**src/rtl/stacking_pkg.sv**
```systemverilog
// Shared types and window arithmetic for the stacking outer-loop sequencer.
// STACKING_DRAIN_EN adds the accumulator-drain state to the state enum.
package stacking_pkg;

   // Width of the window arithmetic operands; one extra MSB acts as the borrow guard.
   localparam int unsigned WIN_W = 16;
   typedef logic [WIN_W:0] win_t;

   typedef enum logic [2:0] {
      S_IDLE   = 3'd0,
      S_LAUNCH = 3'd1,
      S_RUN    = 3'd2,
`ifdef STACKING_DRAIN_EN
      S_DRAIN  = 3'd3,
`endif
      S_DONE   = 3'd4
   } stk_ctrl_state_e;

   function automatic int unsigned out_size_y(input int unsigned ifm_size_y,
                                              input int unsigned fil_size_y);
      return ifm_size_y - fil_size_y + 1;
   endfunction

   // Index width that never collapses to zero bits for single-entry ranges.
   function automatic int unsigned idx_w(input int unsigned n);
      return (n > 1) ? $clog2(n) : 1;
   endfunction

   // max(0, y - out_m1): a set guard bit after the subtraction means y < out_m1.
   function automatic win_t win_start(input win_t y, input win_t out_m1);
      win_t diff;
      diff = y - out_m1;
      return diff[WIN_W] ? '0 : diff;
   endfunction

   // min(fil_m1, y)
   function automatic win_t win_last(input win_t y, input win_t fil_m1);
      return (y > fil_m1) ? fil_m1 : y;
   endfunction

endpackage

```
**src/rtl/stacking_window_calc.sv**
```systemverilog
// Combinational valid filter-row window for a given IFM row.
module stacking_window_calc
   import stacking_pkg::*;
#(
   parameter int unsigned IFM_SIZE_Y = 5,
   parameter int unsigned FIL_SIZE_Y = 3,
   parameter int unsigned IDX_W      = 3
) (
   input  logic [IDX_W-1:0] y,
   output logic [IDX_W-1:0] win_start_c,
   output logic [IDX_W-1:0] win_last_c
);

   localparam int unsigned OUT_M1 = out_size_y(IFM_SIZE_Y, FIL_SIZE_Y) - 1;
   localparam int unsigned FIL_M1 = FIL_SIZE_Y - 1;

   win_t y_ext;
   win_t start_ext;
   win_t last_ext;

   assign y_ext     = (WIN_W+1)'(y);
   assign start_ext = win_start(y_ext, (WIN_W+1)'(OUT_M1));
   assign last_ext  = win_last(y_ext, (WIN_W+1)'(FIL_M1));

   assign win_start_c = IDX_W'(start_ext);
   assign win_last_c  = IDX_W'(last_ext);

endmodule

```
**src/rtl/stacking_outer_loop_ctrl.sv**
```systemverilog
// Outer-loop sequencer: walks IFM rows x channel chunks, launches the inner loop,
// and (with STACKING_DRAIN_EN defined) requests an accumulator drain per output row.
module stacking_outer_loop_ctrl
   import stacking_pkg::*;
#(
   parameter int unsigned IFM_SIZE_Y = 5,
   parameter int unsigned FIL_SIZE_Y = 3,
   parameter int unsigned FIL_SIZE_X = 3,
   parameter int unsigned CHUNK_NUM  = 2
) (
   input  logic                                                  clk_i,
   input  logic                                                  rst_i,
   input  logic                                                  start_i,
   input  logic                                                  abort_i,
   input  logic                                                  inner_loop_finish_i,
   input  logic                                                  drain_ready_i,
   output logic                                                  inner_loop_start_o,
   output logic [idx_w(IFM_SIZE_Y)-1:0]                          ifm_loop_y_idx_o,
   output logic [idx_w(IFM_SIZE_Y)-1:0]                          fil_loop_y_idx_start_o,
   output logic [idx_w(IFM_SIZE_Y)-1:0]                          fil_loop_y_idx_last_o,
   output logic [$clog2(FIL_SIZE_X+1)-1:0]                       fil_loop_y_step_o,
   output logic [idx_w(CHUNK_NUM)-1:0]                           chunk_idx_o,
   output logic                                                  drain_valid_o,
   output logic [idx_w(out_size_y(IFM_SIZE_Y, FIL_SIZE_Y))-1:0]  drain_row_o,
   output logic                                                  busy_o,
   output logic                                                  done_o
);

   localparam int unsigned OUT_SIZE_Y = out_size_y(IFM_SIZE_Y, FIL_SIZE_Y);
   localparam int unsigned YW         = idx_w(IFM_SIZE_Y);
   localparam int unsigned CW         = idx_w(CHUNK_NUM);
   localparam int unsigned DW         = idx_w(OUT_SIZE_Y);
   localparam int unsigned SW         = $clog2(FIL_SIZE_X + 1);

   localparam logic [YW-1:0] Y_LAST = YW'(IFM_SIZE_Y - 1);
   localparam logic [CW-1:0] C_LAST = CW'(CHUNK_NUM - 1);
`ifdef STACKING_DRAIN_EN
   localparam logic [YW-1:0] FIL_M1 = YW'(FIL_SIZE_Y - 1);
`endif

   stk_ctrl_state_e state_q, state_d;
   logic [YW-1:0]   y_q, y_d;
   logic [CW-1:0]   c_q, c_d;
   logic [YW-1:0]   win_start_q, win_last_q;
   logic [YW-1:0]   win_start_c, win_last_c;
   logic            start_pulse_q;
   logic            busy_q;
   logic            done_q;

   // Window is evaluated on the row that the next LAUNCH will use.
   stacking_window_calc #(
      .IFM_SIZE_Y (IFM_SIZE_Y),
      .FIL_SIZE_Y (FIL_SIZE_Y),
      .IDX_W      (YW)
   ) u_window_calc (
      .y           (y_d),
      .win_start_c (win_start_c),
      .win_last_c  (win_last_c)
   );

`ifdef STACKING_DRAIN_EN
   logic [DW-1:0] drain_row_q, drain_row_d;
   logic          drain_valid_q;
`else
   logic          unused_drain_ready;
   assign unused_drain_ready = drain_ready_i;
`endif

   // Next-state, row and chunk sequencing; abort overrides everything.
   always_comb begin
      state_d = state_q;
      y_d     = y_q;
      c_d     = c_q;
`ifdef STACKING_DRAIN_EN
      drain_row_d = drain_row_q;
`endif
      unique case (state_q)
         S_IDLE: begin
            if (start_i) begin
               state_d = S_LAUNCH;
               y_d     = '0;
               c_d     = '0;
            end
         end
         S_LAUNCH: state_d = S_RUN;
         S_RUN: begin
            if (inner_loop_finish_i) begin
               if (c_q != C_LAST) begin
                  c_d     = c_q + CW'(1);
                  state_d = S_LAUNCH;
               end
`ifdef STACKING_DRAIN_EN
               else if (y_q >= FIL_M1) begin
                  drain_row_d = DW'(y_q - FIL_M1);
                  state_d     = S_DRAIN;
               end
`endif
               else if (y_q == Y_LAST) begin
                  state_d = S_DONE;
               end else begin
                  y_d     = y_q + YW'(1);
                  c_d     = '0;
                  state_d = S_LAUNCH;
               end
            end
         end
`ifdef STACKING_DRAIN_EN
         S_DRAIN: begin
            if (drain_ready_i) begin
               if (y_q == Y_LAST) begin
                  state_d = S_DONE;
               end else begin
                  y_d     = y_q + YW'(1);
                  c_d     = '0;
                  state_d = S_LAUNCH;
               end
            end
         end
`endif
         S_DONE: begin
            state_d = S_IDLE;
            y_d     = '0;
            c_d     = '0;
         end
         default: state_d = S_IDLE;
      endcase
      if (abort_i) begin
         state_d = S_IDLE;
         y_d     = '0;
         c_d     = '0;
      end
   end

   // State, counters and registered outputs decoded from the next state.
   always_ff @(posedge clk_i or negedge rst_i) begin
      if (!rst_i) begin
         state_q       <= S_IDLE;
         y_q           <= '0;
         c_q           <= '0;
         win_start_q   <= '0;
         win_last_q    <= '0;
         start_pulse_q <= 1'b0;
         busy_q        <= 1'b0;
         done_q        <= 1'b0;
      end else begin
         state_q       <= state_d;
         y_q           <= y_d;
         c_q           <= c_d;
         start_pulse_q <= (state_d == S_LAUNCH);
         busy_q        <= (state_d != S_IDLE);
         done_q        <= (state_d == S_DONE);
         if (state_d == S_LAUNCH) begin
            win_start_q <= win_start_c;
            win_last_q  <= win_last_c;
         end
      end
   end

`ifdef STACKING_DRAIN_EN
   // Drain request stays up with a frozen row until the handshake edge.
   always_ff @(posedge clk_i or negedge rst_i) begin
      if (!rst_i) begin
         drain_valid_q <= 1'b0;
         drain_row_q   <= '0;
      end else begin
         drain_valid_q <= (state_d == S_DRAIN);
         drain_row_q   <= drain_row_d;
      end
   end

   assign drain_valid_o = drain_valid_q;
   assign drain_row_o   = drain_row_q;
`else
   assign drain_valid_o = 1'b0;
   assign drain_row_o   = '0;
`endif

   assign inner_loop_start_o     = start_pulse_q;
   assign ifm_loop_y_idx_o       = y_q;
   assign chunk_idx_o            = c_q;
   assign fil_loop_y_idx_start_o = win_start_q;
   assign fil_loop_y_idx_last_o  = win_last_q;
   assign fil_loop_y_step_o      = SW'(FIL_SIZE_X);
   assign busy_o                 = busy_q;
   assign done_o                 = done_q;

endmodule

```
**config.mk**
```make
export PLATFORM = sky130hd
export DESIGN_NAME = stacking_outer_loop_ctrl
export DESIGN_NICKNAME = d
export VERILOG_FILES = /design/src/rtl/stacking_pkg.sv /design/src/rtl/stacking_window_calc.sv /design/src/rtl/stacking_outer_loop_ctrl.sv
export SDC_FILE = /design/constraint.sdc
export NUM_CORES = 1
export LEC_CHECK = 0
export CORE_UTILIZATION = 49
export CTS_CLUSTER_SIZE = 16
export DETAILED_ROUTE_END_ITERATION = 6
export PLACE_DENSITY = 0.85
export SLEW_MARGIN = 25
export SYNTH_ARGS = -nofsm -noshare
export SYNTH_HDL_FRONTEND = slang
export SYNTH_SLANG_ARGS = --single-unit
```
**constraint.sdc**
```tcl
create_clock -name clk_i -period 3.7 [get_ports clk_i]
set_clock_uncertainty 0.1 [all_clocks]
set_input_delay 1.11 -clock clk_i [delete_from_list [all_inputs] [get_ports clk_i]]
set_output_delay 1.11 -clock clk_i [all_outputs]
set_load 0.05 [all_outputs]
```
==> results of run 1 <==
flip-flops by register name, indices dropped and copies added, names as in the netlist:
| register | flops |
|---|---|
| inner_loop_start_o | 1 |
| chunk_idx_o | 1 |
| done_o | 1 |
| ifm_loop_y_idx_o | 3 |
| fil_loop_y_idx_start_o | 3 |
| fil_loop_y_idx_last_o | 3 |
| busy_o | 1 |
| state_q | 3 |
layout by cell type, fill, tap and decap left out, types with 2 or more instances in the layout:
cell and n:
ha_1 2, a21oi_1 7, nand2_1 9, clkbuf_4 3
nand3_1 2, nor3_1 2, inv_1 7, o31ai_1 2
o21ai_0 2, clkdlybuf4s50_1 17, conb_1 5, a211oi_1 2
o21ai_2 2, dfrtp_1 16
stage by stage:
step                      instance area [sq um]  power (uW)  setup WS, ns
after floorplan                             832         230          1.17
after global placement                      971         244         0.515
after detailed placement                    971         245         0.477
after CTS                                  1010         359         0.776
after global routing                       1010         373         0.662
final                                      1010         357         0.742
how the worst max path moves through the flow:
stage,start,to,cells past startpoint
floorplan,inner_loop_finish_i,fil_loop_y_idx_start_o[1],6
global placement,inner_loop_finish_i,fil_loop_y_idx_last_o[0],7
detailed placement,inner_loop_finish_i,fil_loop_y_idx_last_o[0],7
CTS,inner_loop_finish_i,fil_loop_y_idx_last_o[0],7
global route,inner_loop_finish_i,fil_loop_y_idx_last_o[0],7
finish,inner_loop_finish_i,fil_loop_y_idx_last_o[0],7
area by class of cell:
class / instances / area [sq um] / area share (%)
sequential: 16 / 400 / 39.8
multi-input combinational: 55 / 354 / 35.2
timing repair buffer: 17 / 170 / 16.9
clock buffer: 4 / 36.3 / 3.60
inverter: 7 / 26.3 / 2.61
tap: 16 / 20.0 / 1.99
per-layer routing:
metal / part of all wire, % / wire [um] / track usage [%] / vias up
met5: 0 / 0 / 0 / -
met4: 0.73 / 11 / 10.0 / 0
met3: 4.3 / 65 / 5.11 / 2
met2: 50 / 753 / 29.4 / 24
met1: 45 / 681 / 25.4 / 301
li1: - / - / - / 315
worst register-to-register path: stages, from the launching register on:
cell and delay (ns):
dfrtp_1 0.40, inv_1 0.07, ha_1 0.22, and3_1 0.20, a2bb2oi_1 0.12, or4_1 0.61
inv_1 0.18, nand2_1 0.10, o21ai_0 0.14
power by group through the flow:
stage | logic [uW] | clock network [uW] | registers, uW
floorplan | 31.1 | 0 | 199
global placement | 56.0 | 0 | 188
detailed placement | 57.2 | 0 | 188
CTS | 57.1 | 118 | 184
global route | 61.6 | 127 | 185
finish | 57.0 | 116 | 184
cells by family after synthesis:
group	after synthesis	share of synthesized area (%)
AND/OR/NAND/NOR	26	18.8
AO/OA/AOI/OAI	22	19.1
other	2	0.915
buffers and inverters	15	9.45
adder cells (fa/ha/maj)	2	3.05
flip-flops	16	48.8
==> results by group, run 1 <==
Run status
  • Status: completed

Global routing
  • Vias in the first global route: 613
  • GRT Util Overall: 19.4%
  • First-pass GRT wire length: 2620 um
  • Antenna violations before repair: 0
  • GRT Residual Overflow: 0
  • Largest net degree at the start of global routing: 17

Place
  • Port bufs: 17
  • Placed cell count: 111
  • DP Wirelength: 1100 um
  • Routability Congestion: 0.786

Routing
  • DR vias/cell: 5.58
  • DRT iter0 DRCs: 16
  • DR WL/cell: 13.1 um
  • Vias: 642
  • 1st-pass router iterations: 4
  • Remaining DRCs: 0
  • ANT nets after route: 0
  • Routed wire length: 1510 um

Synthesis
  • Cell count after synthesis: 83
  • Ys Warns: 0
  • Most used DFF post-synth: dfrtp_1
  • Ranking of synthesized cells by area: dfrtp_1, buf_4, a21oi_1, nand2_1, inv_1
  • Yosys top cell area share: 48.8%
  • Synthesized cell area: 821 sq um
  • Synth async-reset ratio: 100%
  • Post-synth EDFFs: 0
  • Seq/Total Area, Yosys: 48.8%
  • Yosys reg bits: 16
  • Dominant cell type by area after synthesis: dfrtp_1
  • Yosys cell types: 36
  • Most frequent cell after synthesis: dfrtp_1
  • Post-Syn Area per Cell: 9.89 sq um
  • Post-synth top cells: dfrtp_1, nand2_1, a21oi_1, inv_1, buf_4

Power and ir drop
  • Clk pwr share: 32.4%
  • Sw Ratio: 28.4%
  • Int Pwr: 256 uW
  • Sequential power share: 51.6%
  • Power Density: 354 nW/um^2
  • Combinational power share: 16.0%
  • LEAKAGE: 0.000485 uW
  • Maximum vdd ir drop: 224 uV
  • Switching power: 101 uW

CTS
  • Clk slew on worst S/H paths: 0.09 ns
  • Max Buffers Root-to-Sink: 2
  • Clock insertion delay at the later pin of the skew report: 0.29 ns
  • CTS Root Cell: clkbuf_4
  • Resize count post-CTS: 0
  • Post-CTS setup buffers: 0
  • CTS tree: done
  • Hold-fix buffers, CTS: 0
  • Num CTS Buffers: 3
  • Clock Sinks: 16
  • H-tree depth: 1

Timing
  • Period utilization: 79.9%
  • RSZ-0062 raised after global routing: no
  • Slew @ Worst Pin: 0.687 ns
  • WHS: 0.396 ns
  • Slew HR: 54.0%
  • Setup Viol. Count Final: 0
  • TNS Setup: 0 ns
  • Final min period: 2.96 ns
  • Max Transition Viols Final: 0
  • Fmax: 338 MHz
  • Fin. Hold Viols: 0

Worst hold path
  • Worst hold start: fil_loop_y_idx_start_o[0]
  • Hold endpoint: fil_loop_y_idx_start_o[0]
  • WHS Path Cells: 2
  • Worst min-delay path class: flop to flop

Layout
  • Layout area overhead: 22.7%
  • Non-filler cells, final: 115
  • Nets: 108
  • Ant diodes: 0
  • Util after Layout: 65.3%
  • Fillers: 123
  • Layout cells sized above 1: 10.1%

Worst setup path
  • Crit. End Element: flop
  • CP max stage delay: 0.64 ns
  • R2R depth: 8
  • Arrival @ worst endpoint: 3.07 ns
  • Bufs and invs on worst path: 2
  • End of the worst register-to-register path: fil_loop_y_idx_last_o[0]
  • Critical path's top delay family: simple AND/OR/NAND/NOR gates
  • R2R Path Start: ifm_loop_y_idx_o[0]
  • Critical path class: input pin to flop
  • CP max stage cell: clkdlybuf4s50_1
  • R2R Setup Slk: 1.47 ns
  • Critical Path Source Type: input pin
  • WP data required: 3.81 ns
  • CP Cell Sequence: clkdlybuf4s50_1 -> nand3b_1 -> a2bb2oi_1 -> or4_1 -> inv_1 -> nand2_1 -> o21ai_0
  • Worst-path fanout max: 11

Die
  • Die Area: 1840 sq um
  • Initial core utilization: 53.2%
  • Ports: 24
  • Core area: 1540 sq um
  • X dimension of the die: 42.9 um
  • DIE HEIGHT: 42.9 um
  • Std cell rows: 14

Run
  • Max-cap viol count: 0
No activity file was read; power rests on OpenSTA's default activity.
==> inputs of run 2 (changes only) <==
--- a/config.mk
+++ b/config.mk
@@ -5,10 +5,10 @@
 export SDC_FILE = /design/constraint.sdc
 export NUM_CORES = 1
 export LEC_CHECK = 0
-export CORE_UTILIZATION = 49
+export CORE_UTILIZATION = 45
 export CTS_CLUSTER_SIZE = 16
 export DETAILED_ROUTE_END_ITERATION = 6
-export PLACE_DENSITY = 0.85
+export PLACE_DENSITY = 0.8
 export SLEW_MARGIN = 25
 export SYNTH_ARGS = -nofsm -noshare
 export SYNTH_HDL_FRONTEND = slang
==> constraint.sdc (replaced) <==
create_clock -name clk_i -period 3 [get_ports clk_i]
set_clock_uncertainty 0.1 [all_clocks]
set_input_delay 0.9 -clock clk_i [delete_from_list [all_inputs] [get_ports clk_i]]
set_output_delay 0.9 -clock clk_i [all_outputs]
set_load 0.05 [all_outputs]
==> run 2 against run 1 <==
  * Cell count up 10%
  * Count of clock-buffer cells in the layout unchanged
  * Wire length increased by 0.73%
  * Global-route usage down 1.4 points
  * Critical path depth down 6
  * Critical endpoint is now chunk_idx_o
  * Highest routed layer unchanged
==> results by group, run 2 (synthesis results as in run 1) <==
Timing
  • Max Transition Viols Final: 0
  • Slew @ Worst Pin: 0.687 ns
  • RSZ-0062 raised after global routing: no
  • Fmax: 378 MHz
  • Slew HR: 54.0%
  • TNS Setup: 0 ns
  • Setup Viol. Count Final: 0
  • Fin. Hold Viols: 0
  • Final min period: 2.65 ns
  • Period utilization: 88.3%

Worst hold path
  • Worst min-delay path class: flop to flop

Power and ir drop
  • Int Pwr: 317 uW
  • Sw Ratio: 28.8%
  • Maximum vdd ir drop: 274 uV
  • Sequential power share: 51.1%
  • Power Density: 428 nW/um^2
  • LEAKAGE: 0.000499 uW
  • Switching power: 128 uW
  • Combinational power share: 16.4%
  • Total power: 446 uW
  • Clk pwr share: 32.6%

Routing
  • DRT iter0 DRCs: 22
  • M1 wire length: 709 um
  • DR vias/cell: 5.03
  • Wire length on met3: 74 um
  • Vias: 639
  • 1st-pass router iterations: 3
  • DR WL/cell: 12.0 um
  • Top routing layer in use: met4
  • ANT nets after route: 0
  • Routed wire length: 1520 um
  • Met2 wire len: 701 um
  • Remaining DRCs: 0

Worst setup path
  • Critical path class: flop to output pin
  • Bufs and invs on worst path: 1
  • Arrival @ worst endpoint: 1.65 ns
  • Critical path's top delay family: buffers and inverters
  • Crit. End Element: output pin
  • Worst-path fanout max: 9
  • CP max stage cell: clkdlybuf4s50_1
  • WP data required: 2.00 ns
  • Critical Path Source Type: flop
  • CP max stage delay: 0.86 ns
  • CP Cell Sequence: clkdlybuf4s50_1

Die
  • Core area: 1730 sq um
  • Std cell rows: 15
  • Ports: 24
  • DIE HEIGHT: 44.7 um
  • X dimension of the die: 44.7 um
  • Die Area: 2000 sq um
  • Initial core utilization: 47.5%

Global routing
  • Largest net degree at the start of global routing: 17
  • First-pass GRT wire length: 2540 um
  • GRT Residual Overflow: 0
  • Antenna violations before repair: 0
  • Vias in the first global route: 587
  • GRT Util Overall: 18.0%

Layout
  • Ant diodes: 0
  • Fillers: 165
  • Footprint of the multi-input gates: 354 sq um
  • Layout cells sized above 1: 12.7%
  • Layout area overhead: 26.8%
  • Register area: 400 sq um
  • Util after Layout: 60.3%
  • Most common cell after layout, fill and taps aside: clkdlybuf4s50_1
  • Most frequent cells in the layout: clkdlybuf4s50_1, dfrtp_1, nand2_1, inv_1, a21oi_1
  • Nets: 111

CTS
  • Clock insertion delay at the later pin of the skew report: 0.29 ns
  • Clock Sinks: 16
  • Post-CTS setup buffers: 0
  • CTS tree: done
  • Clk slew on worst S/H paths: 0.10 ns
  • Max Buffers Root-to-Sink: 2
  • CTS Root Cell: clkbuf_4
  • Hold-fix buffers, CTS: 0
  • Resize count post-CTS: 0
  • H-tree depth: 1
  • Num CTS Buffers: 3

Run
  • Max-cap viol count: 0

Run status
  • Status: completed

Place
  • DP Wirelength: 1120 um
  • Routability Congestion: 0.913
  • Port bufs: 17
## run 2: final cells by class
type / instances / area share [%]
sequential: 16 / 38.5
multi-input combinational: 55 / 34.0
timing repair buffer: 20 / 18.5
clock buffer: 4 / 3.49
tap: 25 / 3.00
inverter: 7 / 2.52
## run 2: worst paths after layout
kind,end,slack [ns],cells after the start,start
worst max-delay path,chunk_idx_o,0.35,1,chunk_idx_o
min in group asynchronous,inner_loop_start_o,0.91,1,rst_i
worst min-delay path,fil_loop_y_idx_last_o[1],0.39,2,fil_loop_y_idx_last_o[1]
worst max register to register,fil_loop_y_idx_last_o[0],0.81,8,ifm_loop_y_idx_o[0]
worst min register to register,fil_loop_y_idx_last_o[1],0.39,2,fil_loop_y_idx_last_o[1]
max in group asynchronous,ifm_loop_y_idx_o[1],1.45,1,rst_i
## run 2: through the flow
step           area, sq um  std cells  setup WS, ns  hold slack [ns]
2_1_floorplan          832         86         0.677            0.420
3_3_place_gp          1000        123         0.209            0.363
3_5_place_dp          1000        123         0.191            0.373
4_1_cts               1040        127         0.364            0.395
5_1_grt               1040        127         0.300            0.409
6_report              1040        127         0.352            0.390
## run 2: metal layers
layer	global-route usage, %	up-vias
li1	-	320
met1	22.3	297
met2	29.1	18
met3	4.80	4
met4	9.09	0
met5	0	-
## run 2: power groups by stage
stage	logic, uW	registers (uW)	clock network, uW
after global placement	71.9	231	0
final	73.0	228	145
after CTS	73.1	227	146
after floorplan	38.4	246	0
after global routing	79.3	228	156
after detailed placement	73.0	231	0
==> variant (config.mk and constraints of run 2) <==
Re-encode `stk_ctrl_state_e` (4 states) as one-hot, 4 bits wide.
--- a/src/rtl/stacking_pkg.sv
+++ b/src/rtl/stacking_pkg.sv
@@ -7,12 +7,12 @@
    typedef logic [WIN_W:0] win_t;
 
-   typedef enum logic [2:0] {
-      S_IDLE   = 3'd0,
-      S_LAUNCH = 3'd1,
-      S_RUN    = 3'd2,
+   typedef enum logic [3:0] {
+      S_IDLE   = 4'b0001,
+      S_LAUNCH = 4'b0010,
+      S_RUN    = 4'b0100,
 `ifdef STACKING_DRAIN_EN
       S_DRAIN  = 3'd3,
 `endif
-      S_DONE   = 3'd4
+      S_DONE   = 4'b1000
    } stk_ctrl_state_e;
 
Function: same outputs for any inputs over 10 cycles, from zero or initial values and one cycle with rst_i low; not proved beyond that.
==> variant against run 2 <==
  * Routed wire length is 14% higher
  * Non-clock buffer count decreased by 1
  * Synthesized area grew 9.3%
  * Hold slack lost 0.0094 ns
  * Die area up 8.9%
  * Sequential cell count grew 1
  * Setup slack better by 0.067 ns
  * Cell area up 6.1%
  * Combinational power is 8.6% lower
  * Total power shrank 4.1%
  * Register-to-register slack improved by 0.09 ns
  * Synthesized cell count rose by 9.6%
==> variant: results (changes against run 2) <==
outcome:
  outcome: "complete, no violations"
setup_path:
  crit_arrival_ns: 1.58  # -0.07 ns
  startpoint: "chunk_idx_o"
  cpLargestDelayFamily: "buffers and inverters"
  rr_worst_depth: 8  # unchanged
  cp_slowest_stage_delay_ns: 0.84  # -0.02 ns
  r2r_setup_slack_ns: 0.90  # +0.09 ns
  timing.rr.end: "fil_loop_y_idx_start_o[0]"
  r2r-start: "ifm_loop_y_idx_o[0]"
  crit_end: "chunk_idx_o"
  path_max_fanout: 7  # -2
  crit_slowest_cell: "clkdlybuf4s50_1"
pwr:
  pwr-share-clk_pct: 27.6  # -5.0 points
  p_leak_nw: 0.4817  # -3.4%
  irDropWorstVdd_v: 0.0003342  # +22%
  power_frac_seq_pct: 56.8  # +5.7 points
  power.internal_uw: 307.1  # -3.3%
cts:
  root_buffer: "clkbuf_4"
  clockBufferDepth: 2  # unchanged
  cts_setup_buffers: 0  # unchanged
  clk_pin_slew_worst_paths_ns: 0.10  # about the same
  cts_buffers: 3  # unchanged
  ctsResizeCount: 0  # unchanged
  clock_latency_ns: 0.29  # about the same
  htreeDepth: 1  # unchanged
routing:
  vias_per_cell: 5.215  # +3.6%
  drt_first_iter_violations: 7  # -68%
  dr.pass1.iters: 4  # +1
  wl_um: 1736  # +14%
global_routing:
  grt_util_all_layers_pct: 19.97  # +1.9 points
  antenna_found_initial: 0  # unchanged
  grt_pass1_vias: 661  # +13%
  grt_pass1_wl_um: 2870  # +13%
  grt_max_degree: 18  # +1
yosys:
  synthTopCellsByCount: "16 x dfrtp_1, 9 x inv_1, 8 x nand2_1"
  synth_area_leaders: "dfrtp_1 45%, buf_4 4.2%, inv_1 3.8%"
  ys_warn_count: 0  # unchanged
  synth-seq-area-share_pct: 47.56  # -1.2 points
  async_flop_share_pct: 100.0  # unchanged
  yosysUniqueCellTypes: 35  # -2.8%
timing:
  max_slew.worst_pin.slew_ns: 0.7141  # +0.02662 ns
  setup_violations: 0  # unchanged
layout:
  diodes: 0  # unchanged
  drive_above_1_share_pct: 11.82  # -0.93 points
  nets: 119  # +7.2%
  top_register: "state_q"
  fillCellCount: 169  # +2.4%
  largest_reg_flops: 4
placed_design:
  place_congestion: 0.8205  # -10%
  dp_hpwl_um: 1309  # +17%
  port_buffers: 17  # unchanged
worst_hold_path:
  worstHoldPathType: "flip-flop to flip-flop"
  min_from: "fil_loop_y_idx_start_o[2]"
floorplanning:
  die_w_um: 46.65  # +4.4%
==> variant: how the worst min path moves through the flow <==
stage	to	slack, ns	depth (start not counted)
final	fil_loop_y_idx_start_o[2]	0.38	2
after detailed placement	fil_loop_y_idx_start_o[2]	0.36	2
after global placement	fil_loop_y_idx_start_o[2]	0.36	2
after CTS	fil_loop_y_idx_start_o[2]	0.38	2
after global routing	fil_loop_y_idx_start_o[2]	0.41	2
after floorplan	state_q[2]	0.49	2
==> variant: stage by stage <==
stage | setup WS (ns) | util, % | area, um2 | std cells | power (mW)
floorplan | 0.6488 | - | 908.4 | 94 | 0.2950
global placement | 0.2256 | 59.86 | 1079 | 131 | 0.3131
detailed placement | 0.1425 | 59.86 | 1079 | 131 | 0.3145
CTS | 0.4043 | 61.32 | 1105 | 135 | 0.4345
global route | 0.2945 | 61.32 | 1105 | 135 | 0.4542
finish | 0.4189 | 61.32 | 1105 | 135 | 0.4275
==> variant: kinds of logic after synthesis <==
kind of cell | synth area share (%)
simple gates | 21.76
buf+inv | 8.925
fa+ha+maj | 2.789
compound gates | 16.04
other cells | 0.8371
flops | 47.56
mux | 1.116
xor+xnor | 0.9765
==> variant: worst register-to-register path: stages (launching register included) <==
cell,delay (ns)
dfrtp_1,0.44
inv_1,0.08
ha_1,0.17
nand3_1,0.11
and3_1,0.19
o21ai_1,0.51
inv_1,0.17
nand2_1,0.13
o21ai_0,0.08
==> variant: layout make-up <==
type	instances	area share, %
clock buffers	4	2.378
inverters	9	3.058
multi-input cells	61	36.35
flip-flops and latches	17	38.62
well taps	25	2.831
repair buffers	19	16.76
==> variant: per-layer routing <==
metal / GRT usage (%) / share of wire (%)
met1: 22.11 / 43
met2: 32.78 / 52
met3: 8.627 / 4.9
met4: 9.143 / 0
met5: 0 / 0
